### config.mk
export PLATFORM = sky130hd
export DESIGN_NAME = fifo_s1_df_gen_flat
export DESIGN_NICKNAME = d
export VERILOG_FILES = /design/src/rtl/fifo_s1_pkg.sv /design/src/rtl/fifo_s1_df_gen_if.sv /design/src/rtl/fifo_s1_ram.sv /design/src/rtl/fifo_s1_df_gen.sv /design/src/flat_wrapper.sv
export SDC_FILE = /design/constraint.sdc
export NUM_CORES = 1
export LEC_CHECK = 0
export BUFFER_PORTS_ARGS = -buffer_cell sky130_fd_sc_hd__buf_2
export CAP_MARGIN = 20
export CELL_PAD_IN_SITES_DETAIL_PLACEMENT = 1
export CELL_PAD_IN_SITES_GLOBAL_PLACEMENT = 1
export CORE_UTILIZATION = 45
export DETAILED_ROUTE_END_ITERATION = 7
export GPL_ROUTABILITY_DRIVEN = 0
export GPL_TIMING_DRIVEN = 1
export HOLD_SLACK_MARGIN = 0.15
export PLACE_DENSITY = 0.87
export SYNTH_ARGS = -nofsm -noshare
export SYNTH_HDL_FRONTEND = slang
export SYNTH_SLANG_ARGS = --single-unit
export TNS_END_PERCENT = 1
### constraint.sdc
create_clock -name clk -period 6.2 [get_ports clk]
set_input_delay 1.24 -clock clk [delete_from_list [all_inputs] [get_ports clk]]
set_output_delay 1.24 -clock clk [all_outputs]
set_load 0.1 [all_outputs]
### src/rtl/fifo_s1_pkg.sv
// fifo_s1_pkg: shared constants and helpers for the single-clock dynamic-flag FIFO
package fifo_s1_pkg;
  localparam int ERR_STICKY = 0;
  localparam int ERR_PULSE = 1;
  function automatic int clog2(input int v);
    int r;
    r = 0;
    while ((1 << r) < v) r++;
    return r;
  endfunction
  function automatic int ptr_incr(input int p, input int depth);
    return (p == depth - 1) ? 0 : p + 1;
  endfunction
endpackage

### src/rtl/fifo_s1_df_gen_if.sv
// fifo_s1_df_gen_if: producer/consumer request, threshold, flag and data bundle
interface fifo_s1_df_gen_if import fifo_s1_pkg::*; #(parameter int WIDTH = 8, parameter int DEPTH = 4);
  localparam int CNT_W = clog2(DEPTH + 1);
  logic push_req_n, pop_req_n, flush, diag_n;
  logic [CNT_W-1:0] ae_level, af_thresh, word_count;
  logic [WIDTH-1:0] data_in, data_out;
  logic empty, almost_empty, half_full, almost_full, full, error;
  modport master(output push_req_n, pop_req_n, flush, diag_n, ae_level, af_thresh, data_in,
                 input empty, almost_empty, half_full, almost_full, full, error, word_count, data_out);
  modport slave(input push_req_n, pop_req_n, flush, diag_n, ae_level, af_thresh, data_in,
                output empty, almost_empty, half_full, almost_full, full, error, word_count, data_out);
endinterface

### src/rtl/fifo_s1_ram.sv
// fifo_s1_ram: DEPTH x WIDTH storage, synchronous write, asynchronous read, no reset
module fifo_s1_ram #(parameter int WIDTH = 8, parameter int DEPTH = 4, parameter int AW = 2) (
  input  logic             clk,
  input  logic             i_we,
  input  logic [AW-1:0]    i_waddr,
  input  logic [WIDTH-1:0] i_wdata,
  input  logic [AW-1:0]    i_raddr,
  output logic [WIDTH-1:0] o_rdata
);
  logic [WIDTH-1:0] r_mem [DEPTH];
  always_ff @(posedge clk) if (i_we) r_mem[i_waddr] <= i_wdata;
  assign o_rdata = r_mem[i_raddr];
endmodule

### src/rtl/fifo_s1_df_gen.sv
// fifo_s1_df_gen: single-clock FIFO with any depth, live count, flush, registered flags and error policy
module fifo_s1_df_gen import fifo_s1_pkg::*; #(
  parameter int WIDTH = 8,
  parameter int DEPTH = 4,
  parameter int ERR_MODE = 0,
  parameter int SHOW_AHEAD = 0
) (
  input logic clk,
  input logic rst,
  fifo_s1_df_gen_if.slave bus
);
  localparam int CNT_W = clog2(DEPTH + 1);
  localparam int PTR_W = clog2(DEPTH);
  logic [PTR_W-1:0] r_wr_ptr, r_rd_ptr;
  logic [CNT_W-1:0] r_cnt, w_cnt_nxt;
  logic [WIDTH-1:0] r_dout, w_rdata;
  logic r_empty, r_aempty, r_hfull, r_afull, r_full, r_error;
  logic w_pop, w_push, w_err_ev;
  always_comb begin
    w_pop = !bus.pop_req_n && r_cnt != '0;
    w_push = !bus.push_req_n && (r_cnt != CNT_W'(DEPTH) || w_pop);
    w_err_ev = !bus.flush && ((!bus.push_req_n && !w_push) || (!bus.pop_req_n && r_cnt == '0));
    w_cnt_nxt = bus.flush ? '0 : r_cnt + CNT_W'(w_push) - CNT_W'(w_pop);
  end
  fifo_s1_ram #(.WIDTH(WIDTH), .DEPTH(DEPTH), .AW(PTR_W)) u_ram (
    .clk(clk),
    .i_we(w_push && !bus.flush),
    .i_waddr(r_wr_ptr),
    .i_wdata(bus.data_in),
    .i_raddr(r_rd_ptr),
    .o_rdata(w_rdata)
  );
  always_ff @(posedge clk) begin
    if (rst) begin
      r_wr_ptr <= '0;
      r_rd_ptr <= '0;
      r_cnt <= '0;
      r_empty <= 1'b1;
      r_aempty <= 1'b1;
      r_hfull <= 1'b0;
      r_afull <= 1'b0;
      r_full <= 1'b0;
      r_error <= 1'b0;
      r_dout <= '0;
    end else begin
      r_cnt <= w_cnt_nxt;
      r_wr_ptr <= bus.flush ? '0 : w_push ? PTR_W'(ptr_incr(int'(r_wr_ptr), DEPTH)) : r_wr_ptr;
      r_rd_ptr <= bus.flush ? '0 : w_pop ? PTR_W'(ptr_incr(int'(r_rd_ptr), DEPTH)) : r_rd_ptr;
      r_empty <= w_cnt_nxt == '0;
      r_aempty <= w_cnt_nxt <= bus.ae_level;
      r_hfull <= w_cnt_nxt >= CNT_W'((DEPTH + 1) / 2);
      r_afull <= w_cnt_nxt >= bus.af_thresh;
      r_full <= w_cnt_nxt == CNT_W'(DEPTH);
      r_error <= (ERR_MODE == ERR_STICKY) ? (w_err_ev | (r_error & bus.diag_n)) : w_err_ev;
      if (w_pop && !bus.flush) r_dout <= w_rdata;
    end
  end
  assign bus.empty = r_empty;
  assign bus.almost_empty = r_aempty;
  assign bus.half_full = r_hfull;
  assign bus.almost_full = r_afull;
  assign bus.full = r_full;
  assign bus.error = r_error;
  assign bus.word_count = r_cnt;
  assign bus.data_out = (SHOW_AHEAD != 0) ? w_rdata : r_dout;
endmodule

### src/flat_wrapper.sv
// flat-port wrapper written by rule: the top's interface ports become plain ports
module fifo_s1_df_gen_flat import fifo_s1_pkg::*;
#(
  parameter int WIDTH = 8,
  parameter int DEPTH = 4,
  parameter int ERR_MODE = 0,
  parameter int SHOW_AHEAD = 0
)
  (clk, rst, bus_push_req_n, bus_pop_req_n, bus_flush, bus_diag_n, bus_ae_level, bus_af_thresh, bus_data_in, bus_empty, bus_almost_empty, bus_half_full, bus_almost_full, bus_full, bus_error, bus_word_count, bus_data_out);
  fifo_s1_df_gen_if #(.WIDTH(WIDTH), .DEPTH(DEPTH)) bus_i ();
  input logic clk;
  input logic rst;
  input wire logic [$bits(bus_i.push_req_n)-1:0] bus_push_req_n;
  input wire logic [$bits(bus_i.pop_req_n)-1:0] bus_pop_req_n;
  input wire logic [$bits(bus_i.flush)-1:0] bus_flush;
  input wire logic [$bits(bus_i.diag_n)-1:0] bus_diag_n;
  input wire logic [$bits(bus_i.ae_level)-1:0] bus_ae_level;
  input wire logic [$bits(bus_i.af_thresh)-1:0] bus_af_thresh;
  input wire logic [$bits(bus_i.data_in)-1:0] bus_data_in;
  output wire logic [$bits(bus_i.empty)-1:0] bus_empty;
  output wire logic [$bits(bus_i.almost_empty)-1:0] bus_almost_empty;
  output wire logic [$bits(bus_i.half_full)-1:0] bus_half_full;
  output wire logic [$bits(bus_i.almost_full)-1:0] bus_almost_full;
  output wire logic [$bits(bus_i.full)-1:0] bus_full;
  output wire logic [$bits(bus_i.error)-1:0] bus_error;
  output wire logic [$bits(bus_i.word_count)-1:0] bus_word_count;
  output wire logic [$bits(bus_i.data_out)-1:0] bus_data_out;
  assign bus_i.push_req_n = bus_push_req_n;
  assign bus_i.pop_req_n = bus_pop_req_n;
  assign bus_i.flush = bus_flush;
  assign bus_i.diag_n = bus_diag_n;
  assign bus_i.ae_level = bus_ae_level;
  assign bus_i.af_thresh = bus_af_thresh;
  assign bus_i.data_in = bus_data_in;
  assign bus_empty = bus_i.empty;
  assign bus_almost_empty = bus_i.almost_empty;
  assign bus_half_full = bus_i.half_full;
  assign bus_almost_full = bus_i.almost_full;
  assign bus_full = bus_i.full;
  assign bus_error = bus_i.error;
  assign bus_word_count = bus_i.word_count;
  assign bus_data_out = bus_i.data_out;
  fifo_s1_df_gen #(.WIDTH(WIDTH), .DEPTH(DEPTH), .ERR_MODE(ERR_MODE), .SHOW_AHEAD(SHOW_AHEAD)) u_core (.clk(clk), .rst(rst), .bus(bus_i));
endmodule
# Yosys cells after proc, flatten, opt, wreduce, memory -nomap -nowiden
# Memory sizes are Yosys's and may differ from the RTL's. A register that Yosys moved wholly into a read port is not among the register bits.
# Index checks and enable logic that the tools add are counted.
# word_totals
regBits	13
mem_bits_rw	32
input_bits	20
output_inout_bits	17
wordCells	45
n_memories	1
# op_classes
addsub	4
magnitude_cmp	3
eq_ne	4
mux	5
bitwise	2
n_reduce_logical	17
# memory_table
memory	words	width	read_ports	rd_clocked_by_memory_dff	wr	line	rtl
u_core.u_ram.r_mem	4	8	1	1	1	fifo_s1_ram.sv:10	logic [WIDTH-1:0] r_mem [DEPTH];
# op_table
cell	n
$logic_and A1 B1 Y1	7
$logic_not A3 Y1	2
$add A2 B1 Y2 const B	2
$eq A2 B1 Y1 const B	2
$logic_not A1 Y1	4
$mux W2	2
$add A3 B1 Y3	1
$eq A3 B3 Y1 const B	1
$ge A3 B2 Y1 const B	1
$ge A3 B3 Y1	1
$le A3 B3 Y1	1
$mux W3	1
$ne A3 B3 Y1 const B	1
$reduce_bool A3 Y1	1
$sub A3 B1 Y3	1
$logic_or A1 B1 Y1	2
$mux W1	2
$reduce_or A2 Y1	1
$and A1 B1 Y1	1
$or A1 B1 Y1	1

# Longest topological paths before layout
# depth
word_depth	9
ltp_mapped	12
mapped_depth_nobuf	12

# By module
# Synthesis repeated with hierarchy kept, for this count alone.
# hier_totals
cells_unflattened	155
hier_area_um2	2264.7
# by_module_without_submodules
module	instances	cells_per_inst	area_per_inst_um2	seq_area_each_um2
fifo_s1_ram	1	46	1188.6	960.9
fifo_s1_df_gen	1	109	1076.0	420.4

# Worst setup path after synthesis
# Ideal clock, no wire load.
# synth_timing
path_type	in2reg
from	input bus_pop_req_n
to	register u_core.r_aempty (netlist: u_core.bus.almost_empty)
setup_ps	124
arrival_time_ps	3351
required_ps	6076
path_slack_ps	2725
path_stages	12
n_path_buf	1
path_cell_list	clkbuf_1 nor3_1 a21o_1 ha_1 inv_1 fa_1 xor2_1 xnor2_1 nor2_1 ha_1 a31oi_1 o21ai_0
# synth_via
elab_chain_cells	8
# synth_rtl
item	line	rtl
start, declared	flat_wrapper.sv:14	input wire logic [$bits(bus_i.pop_req_n)-1:0] bus_pop_req_n;
$logic_not A1 Y1 *	fifo_s1_df_gen.sv:20	w_pop = !bus.pop_req_n && r_cnt != '0;
$logic_and A1 B1 Y1 *	fifo_s1_df_gen.sv:20	
$logic_or A1 B1 Y1	fifo_s1_df_gen.sv:21	w_push = !bus.push_req_n && (r_cnt != CNT_W'(DEPTH) || w_pop);
$logic_and A1 B1 Y1	fifo_s1_df_gen.sv:21	
$add A3 B1 Y3	fifo_s1_df_gen.sv:23	w_cnt_nxt = bus.flush ? '0 : r_cnt + CNT_W'(w_push) - CNT_W'(w_pop);
$sub A3 B1 Y3 *	fifo_s1_df_gen.sv:23	
$mux W3 *	fifo_s1_df_gen.sv:23	
via u_core.w_cnt_nxt[2]	fifo_s1_df_gen.sv:15	logic [CNT_W-1:0] r_cnt, w_cnt_nxt;
$le A3 B3 Y1 *	fifo_s1_df_gen.sv:50	r_aempty <= w_cnt_nxt <= bus.ae_level;
end signal, assigned	fifo_s1_df_gen.sv:50	
end, declared	fifo_s1_df_gen.sv:17	logic r_empty, r_aempty, r_hfull, r_afull, r_full, r_error;
# Mark *: on every way through the listed nets, which the timed path passes. The rest lies on a longest branch.
# A chain may end at the register's enable or synchronous reset.

# Final worst setup path
# Same ends and word-level chain as after synthesis.

==> results.sh <==
export IMPL_die_area_um2=5120
export IMPL_io_pins=37
export IMPL_finalInstanceArea_um2=2470
export IMPL_syn_inst=148
export IMPL_ys_seq_area_frac=0.635
export IMPL_r2r_setup_slack_ns=3.39
export IMPL_hold_class="reg -> reg"
export IMPL_hpwl_um=3070
export IMPL_synth_area_um2=2180
export IMPL_p_leak_nw=0.974
export IMPL_crit_required_ns=6.39
export IMPL_cp_start_kind="input port"
export IMPL_grt_first_pass_wirelength_um=6850
export IMPL_design_core_area_um2=4500
export IMPL_post_cts_setup_buffers=0
export IMPL_crit_path_end_kind="register"
export IMPL_wl_per_cell_um=17.4
export IMPL_numClockSinks=53
export IMPL_startpoint="bus_pop_req_n"
export IMPL_hold_ws_ns=0.465
export IMPL_critPathKind="in -> reg"
export IMPL_setup_ws_ns=2.91
export IMPL_rows=24
export IMPL_fin_skew_ns=0.00728
export IMPL_numPortBuffers=36
export IMPL_layoutNonFillerInstCount=238
export IMPL_layout_drive_gt1_share=0.290
export IMPL_met1_usage=0.208
export IMPL_dp_cells=230
export IMPL_antenna_found_initial=0
export IMPL_fin_crit_sh=0.530
export IMPL_period_needed_ns=3.29
export IMPL_wl_um=4130
export IMPL_cts_made_buffers=5
export IMPL_clk_insertion_delay_late_ns=0.30
export IMPL_antenna_left=0
export IMPL_vias=1320
export IMPL_synth_seq_cells=53
export IMPL_place_area_um2=2390
export IMPL_syn2layout_area_growth_pct=13.6
export IMPL_clk_root_buffer_cell="clkbuf_8"
export IMPL_track_usage=0.182
export IMPL_finalHoldViolations=0
export IMPL_cp_arrival_ns=3.47
export IMPL_fin_util=0.549
export IMPL_postSynthAreaPerCell_um2=14.7
export IMPL_vias_per_cell=5.55
export IMPL_crit_fanout=9
export IMPL_synth_nets=181
export IMPL_grt_pass1_vias=1402
export IMPL_crit_end="u_core.bus.almost_empty"
export IMPL_nets=218
export IMPL_r2r_start="u_core.bus.word_count[1]"
export IMPL_cts_hold_buffers=0
export IMPL_yosysWarnings=0
export IMPL_final_fill_count=467
export IMPL_max_cap_violations=0
export IMPL_reg2reg_depth=11
export IMPL_post_place_ws_ns=2.60
export IMPL_peakVddDrop_uv=185
export IMPL_drt_iter0_drc=86
export IMPL_first_pass_iters=4
export IMPL_outcome="completed"
export IMPL_timing_slew_headroom=0.371
export IMPL_final_setup_viol_count=0
export IMPL_clock_fmax_mhz=304
export IMPL_fin_setup_tns_ns=0
export IMPL_htreeDepth=2
export IMPL_cts_tree="done"
export IMPL_rsz0062_at_grt="false"
export IMPL_cts_resized=0
export IMPL_ys_types=32
export IMPL_antenna_cells=0
export IMPL_cts_max_path_buffers=2
export IMPL_clk_pin_slew_ns=0.09
export IMPL_grt_util_met3=0.0436
export IMPL_slew_violations=0
export IMPL_initial_core_util=0.483
export IMPL_cellPowerDensity_nw_per_um2=295
export IMPL_top_usage_layer="met2"
export IMPL_grt_max_degree=17
export IMPL_total_power_uw=729
export IMPL_use_met2=0.345
export IMPL_die_y_um=71.5
export IMPL_grt_overflow_total=0
export IMPL_die_w_um=71.5
export IMPL_rr_endpoint="u_core.bus.almost_empty"
export IMPL_remaining_drc_errors=0
export IMPL_worst_slew_pin_slew_ns=0.940
-- Yosys cell counts --
| cell | number | area [um2] |
|---|---|---|
| mux2i_1 | 2 | 20.0 |
| nor2_2 | 1 | 6.26 |
| edfxtp_1 | 32 | 961 |
| buf_1 | 1 | 3.75 |
| xor2_1 | 1 | 8.76 |
| a21oi_4 | 1 | 16.3 |
| buf_4 | 1 | 7.51 |
| a32o_1 | 8 | 80.1 |
| buf_2 | 1 | 5.00 |
| o21a_1 | 2 | 15.0 |
| mux4_2 | 8 | 180 |
| nand2_1 | 4 | 15.0 |
| nor2b_1 | 2 | 12.5 |
| a311oi_1 | 1 | 8.76 |
| ha_1 | 12 | 150 |
| a21o_1 | 2 | 15.0 |
| and2_1 | 5 | 31.3 |
| dfxtp_1 | 21 | 420 |
| o21ai_0 | 4 | 20.0 |
| or2_2 | 1 | 6.26 |
| fa_1 | 1 | 20.0 |
| inv_1 | 8 | 30.0 |
| xnor2_1 | 1 | 8.76 |
| nand3b_1 | 1 | 7.51 |
| a21oi_1 | 5 | 25.0 |
| a31oi_1 | 2 | 12.5 |
| buf_6 | 1 | 11.3 |
| nand2b_1 | 1 | 6.26 |
| nand3_1 | 1 | 5.00 |
| nor3_1 | 2 | 10.0 |
| clkbuf_1 | 2 | 7.51 |
| nor2_1 | 13 | 48.8 |
-- placed cells by master, fill, tap and decap left out, drive strengths merged, types with 2 or more instances in the layout --
master,count
clkbuf,6
and2,5
nor2b,2
nand2,4
a32o,8
ha,12
edfxtp,32
dfxtp,21
mux4,8
mux2i,2
buf,36
o21a,2
a21oi,6
a31oi,2
inv,9
a21o,2
nor3,2
nor2,14
o21ai,4
-- report_power, final --
group | total (mW) | switching [mW] | internal (mW)
logic | 0.146 | 0.109 | 0.0376
registers | 0.394 | 0.00800 | 0.386
clock network | 0.188 | 0.107 | 0.0806
total | 0.729 | 0.224 | 0.505
-- cell type report --
class                           instances  area (um2)  area share
Timing Repair Buffer                   36         180      0.0729
Clock buffer                            6        72.6      0.0294
Tap cell                               52        65.1      0.0263
Multi-Input combinational cell         81         729       0.295
Inverter                                8        30.0      0.0121
Sequential cell                        53        1380       0.559
Clock inverter                          2        13.8     0.00557
-- worst min-delay path by stage --
stage | slack (ns) | endpoint | start | depth (start not counted)
finish | 0.47 | u_core.bus.data_out[1] | u_core.bus.data_out[1] | 1
CTS | 0.47 | u_core.bus.data_out[1] | u_core.bus.data_out[1] | 1
global placement | 0.45 | u_core.bus.error | u_core.bus.error | 2
floorplan | 0.51 | u_core.r_wr_ptr[1] | u_core.r_wr_ptr[1] | 2
global route | 0.50 | u_core.bus.data_out[1] | u_core.bus.data_out[1] | 1
detailed placement | 0.45 | u_core.bus.data_out[1] | u_core.bus.data_out[1] | 1
-- critical path, stage by stage --
cell and delay (ns):
buf_2 0.14, nor3_1 0.32, a21o_1 0.13, ha_1 0.13
inv_1 0.05, fa_1 0.37, xor2_1 0.16, xnor2_1 0.28
nor2_1 0.12, ha_1 0.31, a31oi_1 0.13, o21ai_0 0.09
-- metal layers --
metal	vias up	share of wire	routed length (um)
li1	624	-	-
met1	658	0.42	1740
met2	33	0.53	2190
met3	5	0.041	169
met4	0	0.0075	31
met5	-	0	0
-- flip-flops by register name, indices dropped and copies added, names as in the netlist --
| register | count |
|---|---|
| u_core.bus.data_out | 8 |
| u_core.bus.word_count | 3 |
| u_core.bus.almost_full | 1 |
| u_core.bus.half_full | 1 |
| u_core.r_rd_ptr | 2 |
| u_core.bus.full | 1 |
| u_core.u_ram.r_mem | 32 |
| u_core.bus.empty | 1 |
| u_core.bus.error | 1 |
| u_core.r_wr_ptr | 2 |
| u_core.bus.almost_empty | 1 |
-- kinds of logic after synthesis --
logic type	count (synthesis)	share of synthesized area
flip-flops	53	0.635
AND/OR/NAND/NOR	31	0.0684
AO/OA/AOI/OAI	25	0.0886
buffers and inverters	14	0.0299
adder cells (fa/ha/maj)	13	0.0782
multiplexers	10	0.0920
XOR/XNOR	2	0.00805
Note: power is estimated with default switching activity, not from simulation.
